===== config.mk =====
export PLATFORM = sky130hd
export DESIGN_NAME = median_frame_scheduler
export DESIGN_NICKNAME = d
export VERILOG_FILES = /design/src/rtl/median_frame_scheduler.sv
export SDC_FILE = /design/constraint.sdc
export NUM_CORES = 1
export LEC_CHECK = 0
export CAP_MARGIN = 30
export CORE_ASPECT_RATIO = 1.2
export CORE_UTILIZATION = 30
export CTS_CLUSTER_SIZE = 30
export DETAILED_ROUTE_END_ITERATION = 10
export GPL_TIMING_DRIVEN = 0
export PLACE_DENSITY_LB_ADDON = 0.08
export SLEW_MARGIN = 20
export SYNTH_ARGS = -nofsm -noshare
export SYNTH_HDL_FRONTEND = slang
export SYNTH_SLANG_ARGS = --single-unit

===== constraint.sdc =====
create_clock -name clk -period 10.5 [get_ports clk]
set_input_delay 2.1 -clock clk [delete_from_list [all_inputs] [get_ports clk]]
set_output_delay 2.1 -clock clk [all_outputs]
set_load 0.1 [all_outputs]

===== src/rtl/median_frame_scheduler.sv =====
// -----------------------------------------------------------------------------
// median_frame_scheduler
//
// Raster-scan controller for a free-running 3x3 median core. Pixels arrive one
// per cycle in row-major order. Two line buffers supply the two rows above the
// incoming pixel, so each accepted pixel produces one 3-pixel column
// (A = row y-2, B = row y-1, C = row y) for the core. A tag pipeline, as deep
// as the core latency, follows every column through the core. Only windows
// that lie fully inside the frame are flagged valid, so the (W-2)x(H-2)
// interior is emitted with no border padding.
//
// The core shifts its window on every clock edge. A cycle in which no pixel is
// accepted therefore pushes a stale column into it. Before the next interior
// pixel is accepted, the two previous columns of the current row are replayed
// from a short history. This makes the window x-2..x contiguous again.
//
// Ports
//   clk              rising-edge clock
//   rst_n            asynchronous active-low reset
//   start_in         frame start pulse. Sampled in IDLE. A pulse in DONE is
//                    held and acted on in the following IDLE cycle.
//   pix_in           raster pixel
//   pix_valid_in     pix_in valid
//   pix_ready_out    pixel accepted on an edge where valid && ready
//   A_out/B_out/C_out column to the core: rows y-2, y-1, y at column x
//   median_in        median from the core
//   med_out          registered median
//   med_valid_out    one cycle per interior pixel
//   med_x_out        window centre column
//   med_y_out        window centre row
//   busy_out         high outside IDLE
//   done_out         one-cycle pulse when the frame has fully drained
// -----------------------------------------------------------------------------
module median_frame_scheduler #(
  parameter int IMG_WIDTH  = 64,
  parameter int IMG_HEIGHT = 64,
  parameter int DATA_W     = 8,
  parameter int MEDIAN_LAT = 3
) (
  input  logic                          clk,
  input  logic                          rst_n,
  input  logic                          start_in,
  input  logic [DATA_W-1:0]             pix_in,
  input  logic                          pix_valid_in,
  output logic                          pix_ready_out,
  output logic [DATA_W-1:0]             A_out,
  output logic [DATA_W-1:0]             B_out,
  output logic [DATA_W-1:0]             C_out,
  input  logic [DATA_W-1:0]             median_in,
  output logic [DATA_W-1:0]             med_out,
  output logic                          med_valid_out,
  output logic [$clog2(IMG_WIDTH)-1:0]  med_x_out,
  output logic [$clog2(IMG_HEIGHT)-1:0] med_y_out,
  output logic                          busy_out,
  output logic                          done_out
);

  localparam int XW = $clog2(IMG_WIDTH);
  localparam int YW = $clog2(IMG_HEIGHT);
  localparam int CW = (MEDIAN_LAT > 1) ? $clog2(MEDIAN_LAT) : 1;
  localparam int COLW = 3 * DATA_W;

  typedef enum logic [2:0] {
    S_IDLE,
    S_RUN,
    S_REPLAY1,
    S_REPLAY2,
    S_DRAIN,
    S_DONE
  } state_t;

  state_t            r_state;
  state_t            w_state_nxt;
  logic [XW-1:0]     r_x;
  logic [YW-1:0]     r_y;
  logic              r_stale;
  logic              r_start_pend;
  logic [CW-1:0]     r_drain_cnt;

  logic              w_accept;
  logic              w_replay_go;
  logic              w_interior;
  logic              w_last_col;
  logic              w_last_row;

  // Line buffers: lb0 holds row y-1 and lb1 holds row y-2, indexed by column.
  logic [DATA_W-1:0] r_lb0 [IMG_WIDTH];
  logic [DATA_W-1:0] r_lb1 [IMG_WIDTH];

  // Last two accepted columns: hist0 = column x-1, hist1 = column x-2.
  logic [COLW-1:0]   r_hist0;
  logic [COLW-1:0]   r_hist1;
  logic [DATA_W-1:0] r_a;
  logic [DATA_W-1:0] r_b;
  logic [DATA_W-1:0] r_c;

  logic              r_tag_vld_p [MEDIAN_LAT];
  logic [XW-1:0]     r_tag_x_p   [MEDIAN_LAT];
  logic [YW-1:0]     r_tag_y_p   [MEDIAN_LAT];

  logic [DATA_W-1:0] r_med;
  logic              r_med_vld;
  logic [XW-1:0]     r_med_x;
  logic [YW-1:0]     r_med_y;

  assign w_interior = (r_x >= XW'(2)) && (r_y >= YW'(2));
  assign w_last_col = (r_x == XW'(IMG_WIDTH - 1));
  assign w_last_row = (r_y == YW'(IMG_HEIGHT - 1));
  assign w_accept   = pix_valid_in && pix_ready_out;

  // Next state and combinational outputs.
  always_comb begin
    w_state_nxt   = r_state;
    w_replay_go   = 1'b0;
    pix_ready_out = 1'b0;
    busy_out      = 1'b1;
    done_out      = 1'b0;
    case (r_state)
      S_IDLE: begin
        busy_out = 1'b0;
        if (start_in || r_start_pend) w_state_nxt = S_RUN;
      end
      S_RUN: begin
        // A stale core window is rebuilt before an interior pixel is taken.
        // Ready therefore stays low on the cycle that makes this decision.
        if (r_stale && pix_valid_in && w_interior) begin
          w_replay_go = 1'b1;
          w_state_nxt = S_REPLAY1;
        end else begin
          pix_ready_out = 1'b1;
          if (pix_valid_in && w_last_col && w_last_row) w_state_nxt = S_DRAIN;
        end
      end
      S_REPLAY1: w_state_nxt = S_REPLAY2;
      S_REPLAY2: w_state_nxt = S_RUN;
      S_DRAIN: begin
        if (r_drain_cnt == CW'(MEDIAN_LAT - 1)) w_state_nxt = S_DONE;
      end
      S_DONE: begin
        done_out    = 1'b1;
        w_state_nxt = S_IDLE;
      end
      default: w_state_nxt = S_IDLE;
    endcase
  end

  // Control: state, raster counters, stale flag, drain timer.
  always_ff @(posedge clk or negedge rst_n) begin
    if (!rst_n) begin
      r_state      <= S_IDLE;
      r_x          <= '0;
      r_y          <= '0;
      r_stale      <= 1'b0;
      r_start_pend <= 1'b0;
      r_drain_cnt  <= '0;
    end else begin
      r_state      <= w_state_nxt;
      r_start_pend <= (r_state == S_DONE) && start_in;

      if (w_accept) begin
        if (w_last_col) begin
          r_x <= '0;
          r_y <= w_last_row ? '0 : r_y + YW'(1);
        end else begin
          r_x <= r_x + XW'(1);
        end
      end

      // The core shifts on every edge, so any RUN cycle without an accept
      // leaves a garbage column in the window.
      if (r_state == S_IDLE) begin
        r_stale <= 1'b0;
      end else if (r_state == S_RUN) begin
        if (w_replay_go) begin
          r_stale <= 1'b0;
        end else if (w_accept) begin
          if (r_x == '0) r_stale <= 1'b0;
        end else begin
          r_stale <= 1'b1;
        end
      end

      if (r_state == S_DRAIN) r_drain_cnt <= r_drain_cnt + CW'(1);
      else                    r_drain_cnt <= '0;
    end
  end

  // Line buffers are pure storage; every entry is rewritten before it can
  // contribute to a valid window.
  always_ff @(posedge clk) begin
    if (w_accept) begin
      r_lb1[r_x] <= r_lb0[r_x];
      r_lb0[r_x] <= pix_in;
    end
  end

  // Stage p0: column into the core, either fresh or replayed from history.
  always_ff @(posedge clk or negedge rst_n) begin
    if (!rst_n) begin
      r_a     <= '0;
      r_b     <= '0;
      r_c     <= '0;
      r_hist0 <= '0;
      r_hist1 <= '0;
    end else if (w_accept) begin
      r_a     <= r_lb1[r_x];
      r_b     <= r_lb0[r_x];
      r_c     <= pix_in;
      r_hist1 <= r_hist0;
      r_hist0 <= {r_lb1[r_x], r_lb0[r_x], pix_in};
    end else if (r_state == S_REPLAY1) begin
      {r_a, r_b, r_c} <= r_hist1;
    end else if (r_state == S_REPLAY2) begin
      {r_a, r_b, r_c} <= r_hist0;
    end
  end

  assign A_out = r_a;
  assign B_out = r_b;
  assign C_out = r_c;

  // Tag pipeline: one entry per edge, matching the core's latency.
  // Columns 0 and 1 would mix in the previous row, so they are never valid.
  always_ff @(posedge clk or negedge rst_n) begin
    if (!rst_n) begin
      for (int i = 0; i < MEDIAN_LAT; i++) begin
        r_tag_vld_p[i] <= 1'b0;
        r_tag_x_p[i]   <= '0;
        r_tag_y_p[i]   <= '0;
      end
    end else begin
      r_tag_vld_p[0] <= w_accept && w_interior;
      r_tag_x_p[0]   <= r_x;
      r_tag_y_p[0]   <= r_y;
      for (int i = 1; i < MEDIAN_LAT; i++) begin
        r_tag_vld_p[i] <= r_tag_vld_p[i-1];
        r_tag_x_p[i]   <= r_tag_x_p[i-1];
        r_tag_y_p[i]   <= r_tag_y_p[i-1];
      end
    end
  end

  // Output stage: capture the core median when its tag is valid.
  // The window centre is one column left of and one row above the newest pixel.
  always_ff @(posedge clk or negedge rst_n) begin
    if (!rst_n) begin
      r_med     <= '0;
      r_med_vld <= 1'b0;
      r_med_x   <= '0;
      r_med_y   <= '0;
    end else begin
      r_med_vld <= r_tag_vld_p[MEDIAN_LAT-1];
      if (r_tag_vld_p[MEDIAN_LAT-1]) begin
        r_med   <= median_in;
        r_med_x <= r_tag_x_p[MEDIAN_LAT-1] - XW'(1);
        r_med_y <= r_tag_y_p[MEDIAN_LAT-1] - YW'(1);
      end
    end
  end

  assign med_out       = r_med;
  assign med_valid_out = r_med_vld;
  assign med_x_out     = r_med_x;
  assign med_y_out     = r_med_y;

endmodule


# [Word-level counts from Yosys, hierarchy flattened]
# Memories as Yosys holds them, arrays and structs flattened.
# Cells that the tools add are included.
[totals] register_bits=151 out_inout_bits=48 elab_cells=91 memories=2 mem_bits_ro=0 input_bits=20 latchBits=0 ramBits=1024
[classes] muxes=30 n_shift=0 div=0 reduce_logical=16 n_addsub=5 n_eq_ne=12 bitwise_logic=0 n_mul=0 magnitude_cmp=2
[memory_table] memory="r_lb0" depth=64 width=8 rd=1 rd_clocked_by_memory_dff=0 write_ports=1 line="87" text="logic [DATA_W-1:0] r_lb0 [IMG_WIDTH];"
[memory_table] memory="r_lb1" depth=64 width=8 rd=1 rd_clocked_by_memory_dff=0 write_ports=1 line="88" text="logic [DATA_W-1:0] r_lb1 [IMG_WIDTH];"
[ops] cell="$mux W8" count=9
[ops] cell="$pmux W3 S5" count=1
[ops] cell="$mux W1" count=13
[ops] cell="$add A6 B1 Y6 const B" count=2
[ops] cell="$eq A6 B6 Y1 const B" count=2
[ops] cell="$ge A6 B2 Y1 const B" count=2
[ops] cell="$mux W3" count=4
[ops] cell="$mux W6" count=2
[ops] cell="$sub A6 B1 Y6 const B" count=2
[ops] cell="$logic_and A1 B1 Y1" count=8
[ops] cell="$eq A3 B2 Y1 const B" count=2
[ops] cell="$eq A3 B3 Y1 const B" count=2
[ops] cell="$logic_not A6 Y1" count=1
[ops] cell="$ne A2 B2 Y1 const B" count=2
[ops] cell="$ne A4 B1 Y1 const B" count=1
[ops] cell="$reduce_and A2 Y1" count=2
[ops] cell="$eq A3 B1 Y1 const B" count=1
[ops] cell="$logic_not A3 Y1" count=1
[ops] cell="$ne A3 B3 Y1 const B" count=1
[ops] cell="$reduce_and A3 Y1" count=1
[ops] cell="$reduce_bool A3 Y1" count=1
[ops] cell="$add A2 B1 Y2 const B" count=1
[ops] cell="$eq A2 B2 Y1 const B" count=1
[ops] cell="$mux W2" count=1
[ops] cell="other kinds (2)" count=2

# [Longest topological paths before layout]
[depth] depth_word=10 ltp_mapped=14 ltp_nobuf=8

# [Least setup slack after synthesis]
# OpenSTA, ideal clock, no wires.
[synth_timing] path_type="input to output" startpoint="input pix_valid_in" endpoint="output pix_ready_out" required_ns=8.400 n_path_buf=0 arrival_time_ns=3.597 stages=1 path_slack_ns=4.803 path_cell_list="a21oi_1"
[synth_between] elab_chain_cells=4
[synth_rtl] element="start, declared" line="44" text="input logic pix_valid_in,"
[synth_rtl] element="$logic_and A1 B1 Y1 (2 in a row)" line="126" text="if (r_stale && pix_valid_in && w_interior) begin"
[synth_rtl] element="$mux W1" line="126"
[synth_rtl] element="$mux W1" line="118" text="case (r_state)"
[synth_rtl] element="end, declared" line="45" text="output logic pix_ready_out,"
# Every way passes these cells.

# [Final worst setup path]
[layout_timing] startpoint="register r_x[0]" endpoint="output pix_ready_out"
[layout_between] elab_chain_cells=5
[layout_rtl] element="start, declared" line="74" text="logic [XW-1:0] r_x;"
[layout_rtl] element="start signal, assigned" line="165" text="r_x <= r_x + XW'(1);"
[layout_rtl] element="$ge A6 B2 Y1" line="106" text="assign w_interior = (r_x >= XW'(2)) && (r_y >= YW'(2));"
[layout_rtl] element="$logic_and A1 B1 Y1" line="106"
[layout_rtl] element="$logic_and A1 B1 Y1" line="126"
[layout_rtl] element="$mux W1" line="126"
[layout_rtl] element="$mux W1" line="118"
# Every way passes these cells.

==> results.sh <==
export IMPL_endpoint="pix_ready_out"
export IMPL_area_growth_pct=23.6
export IMPL_path_depth=10
export IMPL_placed_area_um2=52400
export IMPL_grt_pass1_vias=30100
export IMPL_postRouteAntennaNets=0
export IMPL_drc=0
export IMPL_max_cap_violations=0
export IMPL_rr_startpoint="r_x[0]"
export IMPL_ios=68
export IMPL_dieArea_um2=154000
export IMPL_wl_um=236000
export IMPL_start_kind="register"
export IMPL_syn_avg_cell_area_um2=16.3
export IMPL_crit_chain="buf_4 -> buf_6 -> inv_2 -> buf_2 -> clkbuf_2 -> ha_1 -> nor3_1 -> a221oi_1 -> a21oi_1 -> clkdlybuf4s50_1"
export IMPL_r2r_end="r_lb0[16][0]"
export IMPL_post_cts_setup_buffers=0
export IMPL_routedWlPerCell_um=45.2
export IMPL_drt_pre_antenna_iters=6
export IMPL_ys_ff_latch=1175
export IMPL_status="completed"
export IMPL_skew_ps=44.1
export IMPL_yosys_warnings=0
export IMPL_power_share_clock_pct=24.2
export IMPL_fin_area_um2=56700
export IMPL_critPathCaptureType="primary output"
export IMPL_htree_levels=4
export IMPL_globalRouteMet2Util_pct=49.1
export IMPL_holdWs_ps=346
export IMPL_seq_area_frac_synth_pct=75.3
export IMPL_worstPathMaxFanout=11
export IMPL_cts_buffers=130
export IMPL_cts_max_path_buffers=3
export IMPL_async_flop_share_pct=12.9
export IMPL_root_buffer="clkbuf_16"
export IMPL_synth_cell_types=75
export IMPL_peakVddDrop_mv=0.199
export IMPL_slew_violations=0
export IMPL_hold_viol=0
export IMPL_grt_max_degree=92
export IMPL_die_x_um=359
export IMPL_worstMarginPinSlew_ps=1140
export IMPL_total_power_mw=19.1
export IMPL_place_congestion=0.952
export IMPL_slew_headroom_pct=23.8
export IMPL_tritoncts="built"
export IMPL_max_freq_ghz=0.134
export IMPL_power_switching_mw=8.28
export IMPL_cp_slowest_cell="clkdlybuf4s50_1"
export IMPL_cp_required_ps=8400
export IMPL_syn_inst=2813
export IMPL_grt_use_met1_pct=36.4
export IMPL_io_buffers=67
export IMPL_rsz0062_at_grt="no"
export IMPL_initial_utilization_pct=30.3
export IMPL_hpwl_um=164000
export IMPL_grt_pass1_wl_um=304000
export IMPL_synth_edf_count=1024
export IMPL_grtUsageTotal_pct=30.3
export IMPL_p_per_area_nw_per_um2=337
export IMPL_hp_class="reg2reg"
export IMPL_criticalPathCategory="reg2out"
export IMPL_path_clk_slew_ps=60
export IMPL_combinationalPowerShare_pct=42.4
export IMPL_cts_sinks=1175
export IMPL_finalNetCount=3176
export IMPL_vias=31000
export IMPL_grt_use_met3_pct=6.39
export IMPL_yosys_area_top_type_share_pct=67.1
export IMPL_synth_nets=2841
export IMPL_detail_route_vias_per_cell=5.93
export IMPL_p_int_mw=10.8
export IMPL_yosysTopAreaCell="edfxtp_1"
export IMPL_crit_family="buffers and inverters"
export IMPL_final_setup_viol_count=0
export IMPL_ctsResizeCount=0
export IMPL_die_y_um=430
export IMPL_ys_flop_type="edfxtp_1"
export IMPL_crit_start="r_x[0]"
export IMPL_worst_path_buf_inv=6
export IMPL_synth_area_top_cells="edfxtp_1, dfrtp_1, mux2i_1, a22oi_1, mux2_2"
export IMPL_slowest_delay_ps=1010
export IMPL_power_leakage_nw=19.0
export IMPL_drive_gt1_share_pct=21.1
export IMPL_fin_crit_ps=7480
export IMPL_worstPathArrival_ps=5380
export IMPL_clk_latency_ps=810
export IMPL_drtIter0Drc=4683
export IMPL_coreArea_um2=151000
export IMPL_rows=156
export IMPL_r2r_slack_ps=3940
export IMPL_postCtsHoldBufs=0
export IMPL_seqPwrFrac_pct=33.3
export IMPL_sw_frac_of_total_pct=43.5
export IMPL_antenna_found_initial=20
export IMPL_synthesis_area_um2=45800
export IMPL_grt_overflow=0
export IMPL_finalCritPeriodShare_pct=71.3
export IMPL_worst_r2r_path_depth=14
export IMPL_top_usage_layer="met2"
export IMPL_setup_tns_ps=0
routing by layer:
metal | wire length [µm] | vias up
li1 | - | 12000
met1 | 87100 | 16500
met2 | 110000 | 2002
met3 | 20600 | 544
met4 | 18100 | 14
met5 | 86 | -
cell usage in the layout, fill, tap and decap left out, types with 71 or more instances in the layout:
| cell | instances |
|---|---|
| edfxtp_1 | 1024 |
| nand2_1 | 165 |
| dfrtp_1 | 151 |
| a22oi_1 | 149 |
| clkbuf_16 | 139 |
| mux2i_1 | 130 |
| a221oi_1 | 103 |
| buf_2 | 94 |
| mux2_2 | 81 |
| a21oi_1 | 79 |
| nor2_1 | 71 |
power by group through the flow:
stage | clock [mW] | combinational, mW | sequential [mW]
6_report | 4.62 | 8.09 | 6.35
5_1_grt | 4.81 | 8.02 | 6.37
4_1_cts | 4.65 | 7.86 | 6.35
3_5_place_dp | 0 | 7.85 | 6.44
3_3_place_gp | 0 | 7.14 | 6.61
2_1_floorplan | 0 | 2.88 | 6.74
how the worst min path moves through the flow:
stage	start	endpoint	slack (ps)	depth (start not counted)
5_1_grt	r_tag_y_p[12]	r_tag_y_p[6]	350	0
2_1_floorplan	r_tag_vld_p[1]	r_tag_vld_p[0]	330	0
4_1_cts	r_tag_x_p[10]	r_tag_x_p[4]	350	0
6_report	r_tag_x_p[8]	r_tag_x_p[2]	350	0
3_3_place_gp	r_tag_x_p[8]	r_tag_x_p[2]	330	0
3_5_place_dp	r_tag_x_p[10]	r_tag_x_p[4]	330	0
cell type report:
cell class              instances  area (µm²)
repair buffers                203        3530
well taps                    1975        2470
clock inverters                58         529
flip-flops and latches       1175       34500
fillers                     14200       94400
diodes                          2        5.00
clock buffers                 172        3650
inverters                      24        97.6
plain buffers                 210        1080
multi-input cells            1404       10800
through the flow:
| step | utilization (%) | cells | setup slack [ps] |
|---|---|---|---|
| floorplan | - | 2813 | 4800 |
| global placement | 32.4 | 4855 | 1280 |
| detailed placement | 34.7 | 4988 | 3900 |
| CTS | 37.5 | 5218 | 3060 |
| global route | 37.5 | 5221 | 3000 |
| finish | 37.5 | 5223 | 3020 |
state kept, by name, indices dropped and copies added (netlist names), 2 cells and up:
register	cells
r_lb0	512
r_lb1	512
r_hist0	24
r_hist1	24
r_tag_x_p	18
r_tag_y_p	18
A_out	8
B_out	8
C_out	8
med_out	8
med_x_out	6
med_y_out	6
r_x	6
r_y	6
r_state	3
r_tag_vld_p	3
r_drain_cnt	2
Yosys cell counts, drive strengths merged, types with 6 or more instances:
cell / n
a211o: 6
a211oi: 14
a21oi: 79
a221o: 25
a221oi: 104
a22o: 26
a22oi: 149
a31oi: 16
a32oi: 6
and2: 6
and3: 17
and3b: 10
buf: 130
clkbuf: 80
dfrtp: 151
edfxtp: 1024
ha: 8
inv: 24
mux2: 87
mux2i: 130
mux4: 21
nand2: 165
nand2b: 10
nand3: 30
nand3b: 25
nand4: 8
nor2: 138
nor2b: 14
nor3: 17
nor3b: 10
nor4: 8
o211ai: 13
o21ai: 65
o221ai: 25
o22ai: 53
o2bb2ai: 10
o31ai: 9
o32ai: 15
or3: 9
or3b: 13
xnor2: 7
logic make-up (layout without fill, tap and decap cells):
group                    after synthesis  count (layout)  share of synthesized area, %
flip-flops                          1175            1175                          75.3
AO/OA/AOI/OAI                        655             655                          10.6
AND/OR/NAND/NOR                      491             491                          5.25
multiplexers                         238             238                          6.01
buffers and inverters                234             667                          2.42
XOR/XNOR                              12              12                         0.229
adder cells (fa/ha/maj)                8               8                         0.218
other                                  0               2                             0
No activity file was read; power rests on OpenSTA's default activity.
